<file path="config.mk">
export PLATFORM = sky130hd
export DESIGN_NAME = fcc_label_scanner
export DESIGN_NICKNAME = d
export VERILOG_FILES = /design/src/rtl/fcc_pkg.sv /design/src/rtl/fcc_skid_fifo.sv /design/src/rtl/fcc_label_scanner.sv
export SDC_FILE = /design/constraint.sdc
export NUM_CORES = 1
export LEC_CHECK = 0
export BUFFER_PORTS_ARGS = -buffer_cell sky130_fd_sc_hd__buf_2
export CAP_MARGIN = 20
export CORE_MARGIN = 1
export CORE_UTILIZATION = 58
export CTS_CLUSTER_DIAMETER = 150
export DETAILED_ROUTE_END_ITERATION = 10
export GPL_TIMING_DRIVEN = 1
export PLACE_DENSITY = 0.89
export SLEW_MARGIN = 25
export SYNTH_ARGS = -nofsm -noshare
export SYNTH_HDL_FRONTEND = slang
export SYNTH_SLANG_ARGS = --single-unit
</file>
<file path="constraint.sdc">
create_clock -name clk -period 5.3 [get_ports clk]
set_input_delay 1.325 -clock clk [delete_from_list [all_inputs] [get_ports clk]]
set_output_delay 1.325 -clock clk [all_outputs]
set_load 0.02 [all_outputs]
</file>
<file path="src/rtl/fcc_pkg.sv">
// Shared constants and types for the FCC point memory and its consumers.
//   ROWS/COLS       grid dimensions
//   ROW_W/COL_W     row/column index widths
//   LABEL_W         component label width
//   CNT_W           counter width, wide enough for ROWS*COLS
//   cell_t          (row, col, label) stream payload
//   scan_state_e    scanner FSM states
package fcc_pkg;

   localparam int unsigned ROWS    = 30;
   localparam int unsigned COLS    = 30;
   localparam int unsigned ROW_W   = 8;
   localparam int unsigned COL_W   = 5;
   localparam int unsigned LABEL_W = 16;
   localparam int unsigned CNT_W   = $clog2(ROWS*COLS + 1);
   localparam int unsigned CELL_W  = ROW_W + COL_W + LABEL_W;

   typedef enum logic [1:0] {
      IDLE  = 2'd0,
      SCAN  = 2'd1,
      DRAIN = 2'd2
   } scan_state_e;

   typedef struct packed {
      logic [ROW_W-1:0]   row;
      logic [COL_W-1:0]   col;
      logic [LABEL_W-1:0] label;
   } cell_t;

endpackage

</file>
<file path="src/rtl/fcc_skid_fifo.sv">
// Two-entry FIFO whose head is always held in a register (entry 0), so the
// read data is a flop output and stays put while no pop occurs.
//   clk, rst_n   clock, async active-low reset
//   push, din    write request and data
//   pop          read request (ignored when empty)
//   dout         head entry
//   full, empty  occupancy flags
//   count        number of stored entries (0..2)
module fcc_skid_fifo #(
   parameter int unsigned DATA_W = 29
) (
   input  logic              clk,
   input  logic              rst_n,
   input  logic              push,
   input  logic [DATA_W-1:0] din,
   input  logic              pop,
   output logic [DATA_W-1:0] dout,
   output logic              full,
   output logic              empty,
   output logic [1:0]        count
);

   logic [DATA_W-1:0] mem0;
   logic [DATA_W-1:0] mem1;
   logic              do_pop_c;
   logic              do_push_c;

   assign do_pop_c  = pop && (count != 2'd0);
   // A push into a full FIFO is only legal when the head leaves in the same cycle.
   assign do_push_c = push && ((count != 2'd2) || do_pop_c);

   assign dout  = mem0;
   assign full  = (count == 2'd2);
   assign empty = (count == 2'd0);

   // Shift-style storage: entry 1 moves to the head on every pop.
   always_ff @(posedge clk or negedge rst_n) begin
      if (!rst_n) begin
         mem0  <= '0;
         mem1  <= '0;
         count <= 2'd0;
      end else begin
         unique case ({do_push_c, do_pop_c})
            2'b10: begin
               if (count == 2'd0) mem0 <= din;
               else               mem1 <= din;
               count <= count + 2'd1;
            end
            2'b01: begin
               mem0  <= mem1;
               count <= count - 2'd1;
            end
            2'b11: begin
               if (count == 2'd1) begin
                  mem0 <= din;
               end else begin
                  mem0 <= mem1;
                  mem1 <= din;
               end
            end
            default: ;
         endcase
      end
   end

endmodule

</file>
<file path="src/rtl/fcc_label_scanner.sv">
// Raster-scans the FCC point memory after labelling and streams every
// labelled, non-ground cell as (row, col, label) with valid/ready handshake.
//   clk, rst_n                       clock, async active-low reset
//   start                            pulse; begins a scan when idle
//   busy, done                       scan in progress / completion pulse
//   rd_row, rd_col                   point memory read address
//   rd_label, rd_is_ground           point memory data, one cycle after address
//   out_valid, out_ready             stream handshake
//   out_row, out_col, out_label      stream payload (FIFO head)
//   emit_count, ground_count         per-scan statistics
module fcc_label_scanner
   import fcc_pkg::*;
(
   input  logic               clk,
   input  logic               rst_n,
   input  logic               start,
   output logic               busy,
   output logic               done,
   output logic [ROW_W-1:0]   rd_row,
   output logic [COL_W-1:0]   rd_col,
   input  logic [LABEL_W-1:0] rd_label,
   input  logic               rd_is_ground,
   output logic               out_valid,
   input  logic               out_ready,
   output logic [ROW_W-1:0]   out_row,
   output logic [COL_W-1:0]   out_col,
   output logic [LABEL_W-1:0] out_label,
   output logic [CNT_W-1:0]   emit_count,
   output logic [CNT_W-1:0]   ground_count
);

   localparam logic [CNT_W-1:0] CNT_MAX  = '1;
   localparam logic [ROW_W-1:0] LAST_ROW = ROW_W'(ROWS - 1);
   localparam logic [COL_W-1:0] LAST_COL = COL_W'(COLS - 1);

   scan_state_e      state;
   logic             inflight;
   logic [ROW_W-1:0] iss_row;
   logic [COL_W-1:0] iss_col;

   logic [1:0] fifo_count;
   logic       fifo_full;
   logic       fifo_empty;
   cell_t      fifo_din_c;
   cell_t      fifo_head;

   logic       pop_c;
   logic       push_c;
   logic       ground_hit_c;
   logic [2:0] occ_c;
   logic       issue_c;
   logic       last_addr_c;
   logic       drain_done_c;

   assign pop_c        = out_valid && out_ready;
   assign ground_hit_c = inflight && rd_is_ground;
   assign push_c       = inflight && !rd_is_ground && (rd_label != '0);
   assign fifo_din_c   = '{row: iss_row, col: iss_col, label: rd_label};

   // Occupancy credits the head leaving this cycle, so a continuously ready
   // sink sustains one read per cycle; the total can never exceed two entries.
   assign occ_c        = 3'(fifo_count) - 3'(pop_c) + 3'(inflight);
   assign issue_c      = (state == SCAN) && (occ_c < 3'd2);
   assign last_addr_c  = (rd_row == LAST_ROW) && (rd_col == LAST_COL);
   // Finished once nothing is in flight and the last stored beat is leaving.
   assign drain_done_c = !inflight &&
                         ((fifo_count == 2'd0) || ((fifo_count == 2'd1) && pop_c));

   assign out_valid = !fifo_empty;
   assign out_row   = fifo_head.row;
   assign out_col   = fifo_head.col;
   assign out_label = fifo_head.label;

   fcc_skid_fifo #(
      .DATA_W (CELL_W)
   ) u_fifo (
      .clk   (clk),
      .rst_n (rst_n),
      .push  (push_c),
      .din   (fifo_din_c),
      .pop   (pop_c),
      .dout  (fifo_head),
      .full  (fifo_full),
      .empty (fifo_empty),
      .count (fifo_count)
   );

   // The issue throttle keeps the FIFO from ever being pushed while full.
   assert property (@(posedge clk) disable iff (!rst_n) !(fifo_full && push_c && !pop_c));

   // Scan FSM, address generator and statistics counters.
   always_ff @(posedge clk or negedge rst_n) begin
      if (!rst_n) begin
         state        <= IDLE;
         busy         <= 1'b0;
         done         <= 1'b0;
         rd_row       <= '0;
         rd_col       <= '0;
         inflight     <= 1'b0;
         iss_row      <= '0;
         iss_col      <= '0;
         emit_count   <= '0;
         ground_count <= '0;
      end else begin
         done     <= 1'b0;
         inflight <= issue_c;
         if (issue_c) begin
            iss_row <= rd_row;
            iss_col <= rd_col;
         end
         if (ground_hit_c && (ground_count != CNT_MAX)) ground_count <= ground_count + CNT_W'(1);
         if (pop_c && (emit_count != CNT_MAX))          emit_count   <= emit_count + CNT_W'(1);

         unique case (state)
            IDLE: begin
               // A start coinciding with the completion pulse is dropped.
               if (start && !done) begin
                  state        <= SCAN;
                  busy         <= 1'b1;
                  rd_row       <= '0;
                  rd_col       <= '0;
                  emit_count   <= '0;
                  ground_count <= '0;
               end
            end
            SCAN: begin
               if (issue_c) begin
                  if (last_addr_c) begin
                     state <= DRAIN;
                  end else if (rd_col == LAST_COL) begin
                     rd_col <= '0;
                     rd_row <= rd_row + ROW_W'(1);
                  end else begin
                     rd_col <= rd_col + COL_W'(1);
                  end
               end
            end
            DRAIN: begin
               if (drain_done_c) begin
                  state <= IDLE;
                  busy  <= 1'b0;
                  done  <= 1'b1;
               end
            end
            default: state <= IDLE;
         endcase
      end
   end

endmodule

</file>
Yosys cells after proc, flatten, opt, wreduce, memory -nomap -nowiden
Cells that the tools add are included.
Operators by class
  add/subtract/negate cells: 8
  order comparisons: 1
  reduce and logical (&&, ||, !) cells: 34
  mux-type cells: 33
  equal/unequal tests: 20
Operators with widths (number)
  29-bit 2-to-1 mux: 4
  29-bit one-hot mux with 3 select lines: 1
  10-bit 2-to-1 mux: 6
  29-bit one-hot mux with 2 select lines: 1
  8-bit 2-to-1 mux: 4
  10-bit by 1-bit adder with 10-bit output, second input constant: 2
  5-bit 2-to-1 mux: 4
  10-bit inequality test, second input constant: 2
  2-bit inequality test, second input constant: 9
  8-bit one-hot mux with 2 select lines: 1
  16-bit nonzero test: 1
  1-bit logical AND: 13
  5-bit one-hot mux with 2 select lines: 1
  2-bit nonzero test: 5
  8-bit by 1-bit adder with 8-bit output, second input constant: 1
  8-bit by 5-bit == test with 1-bit output, second input constant: 1
  2-bit 2-to-1 mux: 4
  4-bit AND reduction: 2
  2-bit by 1-bit == test with 1-bit output, second input constant: 3
  2-bit == test, second input constant: 3
  2-bit one-hot mux with 3 select lines: 1
  3-bit AND reduction: 2
  5-bit by 1-bit adder with 5-bit output, second input constant: 1
  5-bit == test, second input constant: 1
  other kinds (15): 23
Word-level totals
  input bits: 21
  flip-flop bits (word level): 111
  output and inout bits: 65

Logic depth before layout (Yosys ltp)
  depth in word-level cells: 9
  depth in mapped cells: 15
  gate-level depth less buffers: 11

By module
From an unflattened synthesis, not the netlist that was laid out.
Second synthesis, totals
  cell total of the unflattened synthesis: 521
  area, all modules: 5541.6 um2
By module, submodules not included
  fcc_skid_fifo: area an instance 2781.4 um2, instances 1, cells an instance 251, sequential area each 1501.4 um2
  fcc_label_scanner: area an instance 2760.1 um2, instances 1, cells an instance 270, sequential area each 1276.2 um2

Least setup slack after synthesis
Ideal clock, no wire load.
  path kind: input-to-reg
  start: input out_ready
  end: register iss_col[1]
  slack: 1276 ps
  path buffers: 4
  required time: 5175 ps
  library setup time: 125 ps
  arrival: 3899 ps
  stages on the path: 12
  cell sequence: nand2b_1 -> buf_2 -> inv_2 -> clkbuf_1 -> ha_1 -> nand2b_1 -> fa_1 -> and3b_1 -> and2_1 -> clkbuf_1 -> buf_2 -> mux2_2
Between the ends
  longest elaborated chain between the ends: 5
RTL lines
  start: declaration: line fcc_label_scanner.sv:24  | input logic out_ready,
  1-bit logical AND: line fcc_label_scanner.sv:55  | assign pop_c = out_valid && out_ready;
  2-bit by 1-bit subtractor with 3-bit output: line fcc_label_scanner.sv:62  | assign occ_c = 3'(fifo_count) - 3'(pop_c) + 3'(inflight);
  3-bit by 1-bit adder with 3-bit output: line fcc_label_scanner.sv:62
  3-bit by 2-bit < comparator with 1-bit output: line fcc_label_scanner.sv:63  | assign issue_c = (state == SCAN) && (occ_c < 3'd2);
  1-bit logical AND: line fcc_label_scanner.sv:63
  net issue_c: line fcc_label_scanner.sv:51  | logic issue_c;
  end signal: assignment: line fcc_label_scanner.sv:109  | iss_col <= rd_col;
  end: declaration: line fcc_label_scanner.sv:39  | logic [COL_W-1:0] iss_col;
The timed path passes the listed nets, and every way through them passes these cells.
A chain may end at the register's enable or synchronous reset.

Final worst setup path
  start: input out_ready
  end: register iss_row[3]
Between the ends
  longest elaborated chain between the ends: 5
RTL lines
  1-bit logical AND: line fcc_label_scanner.sv:55
  2-bit by 1-bit subtractor with 3-bit output: line fcc_label_scanner.sv:62
  3-bit by 1-bit adder with 3-bit output: line fcc_label_scanner.sv:62
  3-bit by 2-bit < comparator with 1-bit output: line fcc_label_scanner.sv:63
  1-bit logical AND: line fcc_label_scanner.sv:63
  end signal: assignment: line fcc_label_scanner.sv:108  | iss_row <= rd_row;
  end: declaration: line fcc_label_scanner.sv:38  | logic [ROW_W-1:0] iss_row;
Every way passes these cells.

==> reports/results.tsv <==
stage	metric	value	unit
status	status	completed	
cts	CTS tree	done	
cts	Hold Buf Count CTS	0	
layout	synthesis-to-finish area growth	13.5	%
power_and_ir_drop	net load switching power	1320	uW
sta	setup tns final	0	ns
sta	maximum clock frequency	245	MHz
critical_path	CP startpoint kind	input pin	
route	final wirelength	11500	um
global_routing	antenna violations before repair	0	
layout	Ant. Diodes	0	
critical_path	Crit Path Max Fanout	35	
route	via count	4142	
route	# DRC	0	
power_and_ir_drop	sequential share of power	0.427	
worst_hold_path	path category of the worst min-delay check	register to register	
logic_synthesis	most common cell in the netlist	dfrtp_1	
sta	# setup viols final	0	
logic_synthesis	post-synthesis cell count	465	
route	routed len/inst	17.7	um
cts	Num CTS Buffers	9	
placement	Place WS	0.866	ns
logic_synthesis	Synth async-reset ratio	1.00	
floorplan	I/O pin count	86	
floorplan	core area	0.00876	mm2
route	TritonRoute pass-1 iters	5	
power_and_ir_drop	Internal	2000	uW
logic_synthesis	Synthesis Warnings	0	
critical_path	Setup crit end kind	register	
power_and_ir_drop	pwr dens	554	mW/mm2
worst_hold_path	worst hold stages	1	
sta	fin. max-slew vios	0	
placement	DP Wirelength	7800	um
logic_synthesis	Post-synth top cells	111 x dfrtp_1, 46 x nand2_1, 42 x mux2_2	
sta	Slew @ Worst Pin	0.964	ns
sta	min cycle time layout	4.08	ns
layout	Final Net Count	570	
placement	IO buf count	85	
job	max-cap viol count	0	
global_routing	total global-route track usage	0.252	
floorplan	Row Count	34	
critical_path	WP data arrival	4.34	ns
floorplan	Die ar.	0.00947	mm2
critical_path	R2R depth	10	
logic_synthesis	Syn Std Cell Area	0.00527	mm2
global_routing	gr ovfl total	0	
cts	post-CTS resize count	0	
cts	Root Buffer	clkbuf_8	
sta	ratio of final minimum period to clock period	0.770	
power_and_ir_drop	Clock power frac	0.171	
logic_synthesis	top post-synthesis cells by area	dfrtp_1 53%, mux2_2 9.0%, a221o_1 5.5%, a21oi_1 3.7%, nand2_1 3.3%	
logic_synthesis	Post-synth EDFFs	0	
placement	RePlAce Congestion	0.898	
critical_path	Req. time, crit path	5.55	ns
sta	clk_skew	0.0115	ns
cts	CTS clk-pin slew, worst paths	0.10	ns
floorplan	Chip Width	97.3	um
layout	share of layout cells above drive strength 1	0.293	
power_and_ir_drop	Pleak	0.00283	uW
logic_synthesis	Yosys top cell by area	dfrtp_1	
global_routing	first-pass GRT wire length	19300	um
logic_synthesis	Netlist cell types	55	
floorplan	Die H	97.3	um
sta	Slew headroom	0.355	
sta	Worst Setup Slack, final	1.22	ns
logic_synthesis	syn_nets	497	
logic_synthesis	syn avg cell area	11.3	um2
logic_synthesis	post-synth top area share	0.527	
floorplan	Starting Density	0.602	
power_and_ir_drop	switching share of power	0.398	
route	DRT iter0 DRCs	190	
power_and_ir_drop	Max VDD drop	0.247	mV
cts	Num Clock Sinks	111	
logic_synthesis	Yosys reg bits	111	
power_and_ir_drop	power share of the combinational group	0.402	
global_routing	largest net degree at the start of global routing	75	
cts	worst skew pair latency	0.37	ns
cts	post-CTS setup buffers	0	
critical_path	CP Class	input pin to register	
logic_synthesis	Most used DFF post-synth	dfrtp_1	
route	Routed Antenna Nets	0	
global_routing	vias in the first global route	3927	
logic_synthesis	register area share after synthesis	0.527	
sta	Hold Vio Cnt, Final	0	
cts	Max Root-Sink Buffers	2	
sta	RSZ-0062 raised after global routing	no	
route	Via density	6.36	
cts	CTS H-Tree Depth	3	
==> routing by layer <==
metal / GRT usage / wire length [um] / vias to the layer above
li1: - / - / 1897
met3: 0.0360 / 675 / 17
met1: 0.356 / 5120 / 2078
met4: 0.0962 / 195 / 0
met2: 0.397 / 5550 / 150
met5: 0 / 0 / -
==> final timing paths <==
| path | end | startpoint | slack (ns) |
|---|---|---|---|
| max | iss_row[3] | out_ready | 1.22 |
| min | u_fifo.dout[10] | u_fifo.dout[10] | 0.52 |
| max reg2reg | iss_row[3] | u_fifo.count[1] | 1.23 |
| min reg2reg | u_fifo.dout[10] | u_fifo.dout[10] | 0.52 |
| max in group asynchronous | u_fifo.dout[10] | rst_n | 3.39 |
| min in group asynchronous | u_fifo.dout[3] | rst_n | 0.95 |
==> per-stage QoR <==
stage          area (um2)  hold slack [ns]  power, uW  utilization  instances
2_1_floorplan        5270            0.480       2370            -        465
3_3_place_gp         5750            0.488       2680        0.656        635
3_5_place_dp         5750            0.494       2750        0.656        635
4_1_cts              5980            0.518       3320        0.682        651
5_1_grt              5980            0.525       3510        0.683        651
6_report             5980            0.515       3310        0.683        651
==> critical path, stage by stage <==
cell and delay, ns:
buf_2 0.12, nand2b_1 0.18, inv_2 0.51, ha_1 0.34
nand2b_1 0.15, fa_1 0.39, xnor2_1 0.31, and2_1 0.59
mux2_2 0.41
==> layout by cell type, fill, tap and decap left out, types with 5 or more instances in the layout <==
cell      instances
nor4_1            6
a211oi_1          6
buf_2            84
mux2_2           42
a221o_1          29
a21oi_1          39
o21ai_0          13
mux2i_1           8
nand4_1           5
clkbuf_8          9
nand2_1          46
nand3_1          14
xor2_1            5
a31oi_1           7
inv_1            10
dfrtp_1         111
nor3_1            5
nor2_1           13
ha_1              9
nand2b_1         11
==> registers in the layout, summed over array words and instances (netlist names), 2 cells and up <==
register,count
u_fifo.count,2
state,2
emit_count,10
iss_row,8
rd_row,8
u_fifo.mem1,29
u_fifo.dout,29
ground_count,10
rd_col,5
iss_col,5
==> kinds of logic (layout without fill, tap and decap cells) <==
logic type | count (synthesis) | in the layout | share of synthesized area
AND/OR/NAND/NOR | 127 | 127 | 0.130
AO/OA/AOI/OAI | 120 | 120 | 0.165
flip-flops | 111 | 111 | 0.527
multiplexers | 51 | 51 | 0.107
buffers and inverters | 37 | 115 | 0.0306
adder cells (fa/ha/maj) | 11 | 11 | 0.0275
XOR/XNOR | 8 | 8 | 0.0133
==> power by group through the flow <==
stage	clock (uW)	combinational, uW	sequential, uW
6_report	567	1330	1410
5_1_grt	608	1450	1450
4_1_cts	579	1330	1410
3_5_place_dp	0	1330	1420
3_3_place_gp	0	1280	1400
2_1_floorplan	0	829	1540
==> final cells by class <==
| cell class | instances | area, um2 |
|---|---|---|
| timing repair buffer | 88 | 454 |
| tap | 108 | 135 |
| multi-input combinational | 317 | 2350 |
| inverter | 11 | 41.3 |
| sequential | 111 | 2780 |
| clock inverter | 7 | 103 |
| clock buffer | 9 | 124 |
| fill | 651 | 2780 |
Note: power is estimated with default switching activity, not from simulation.
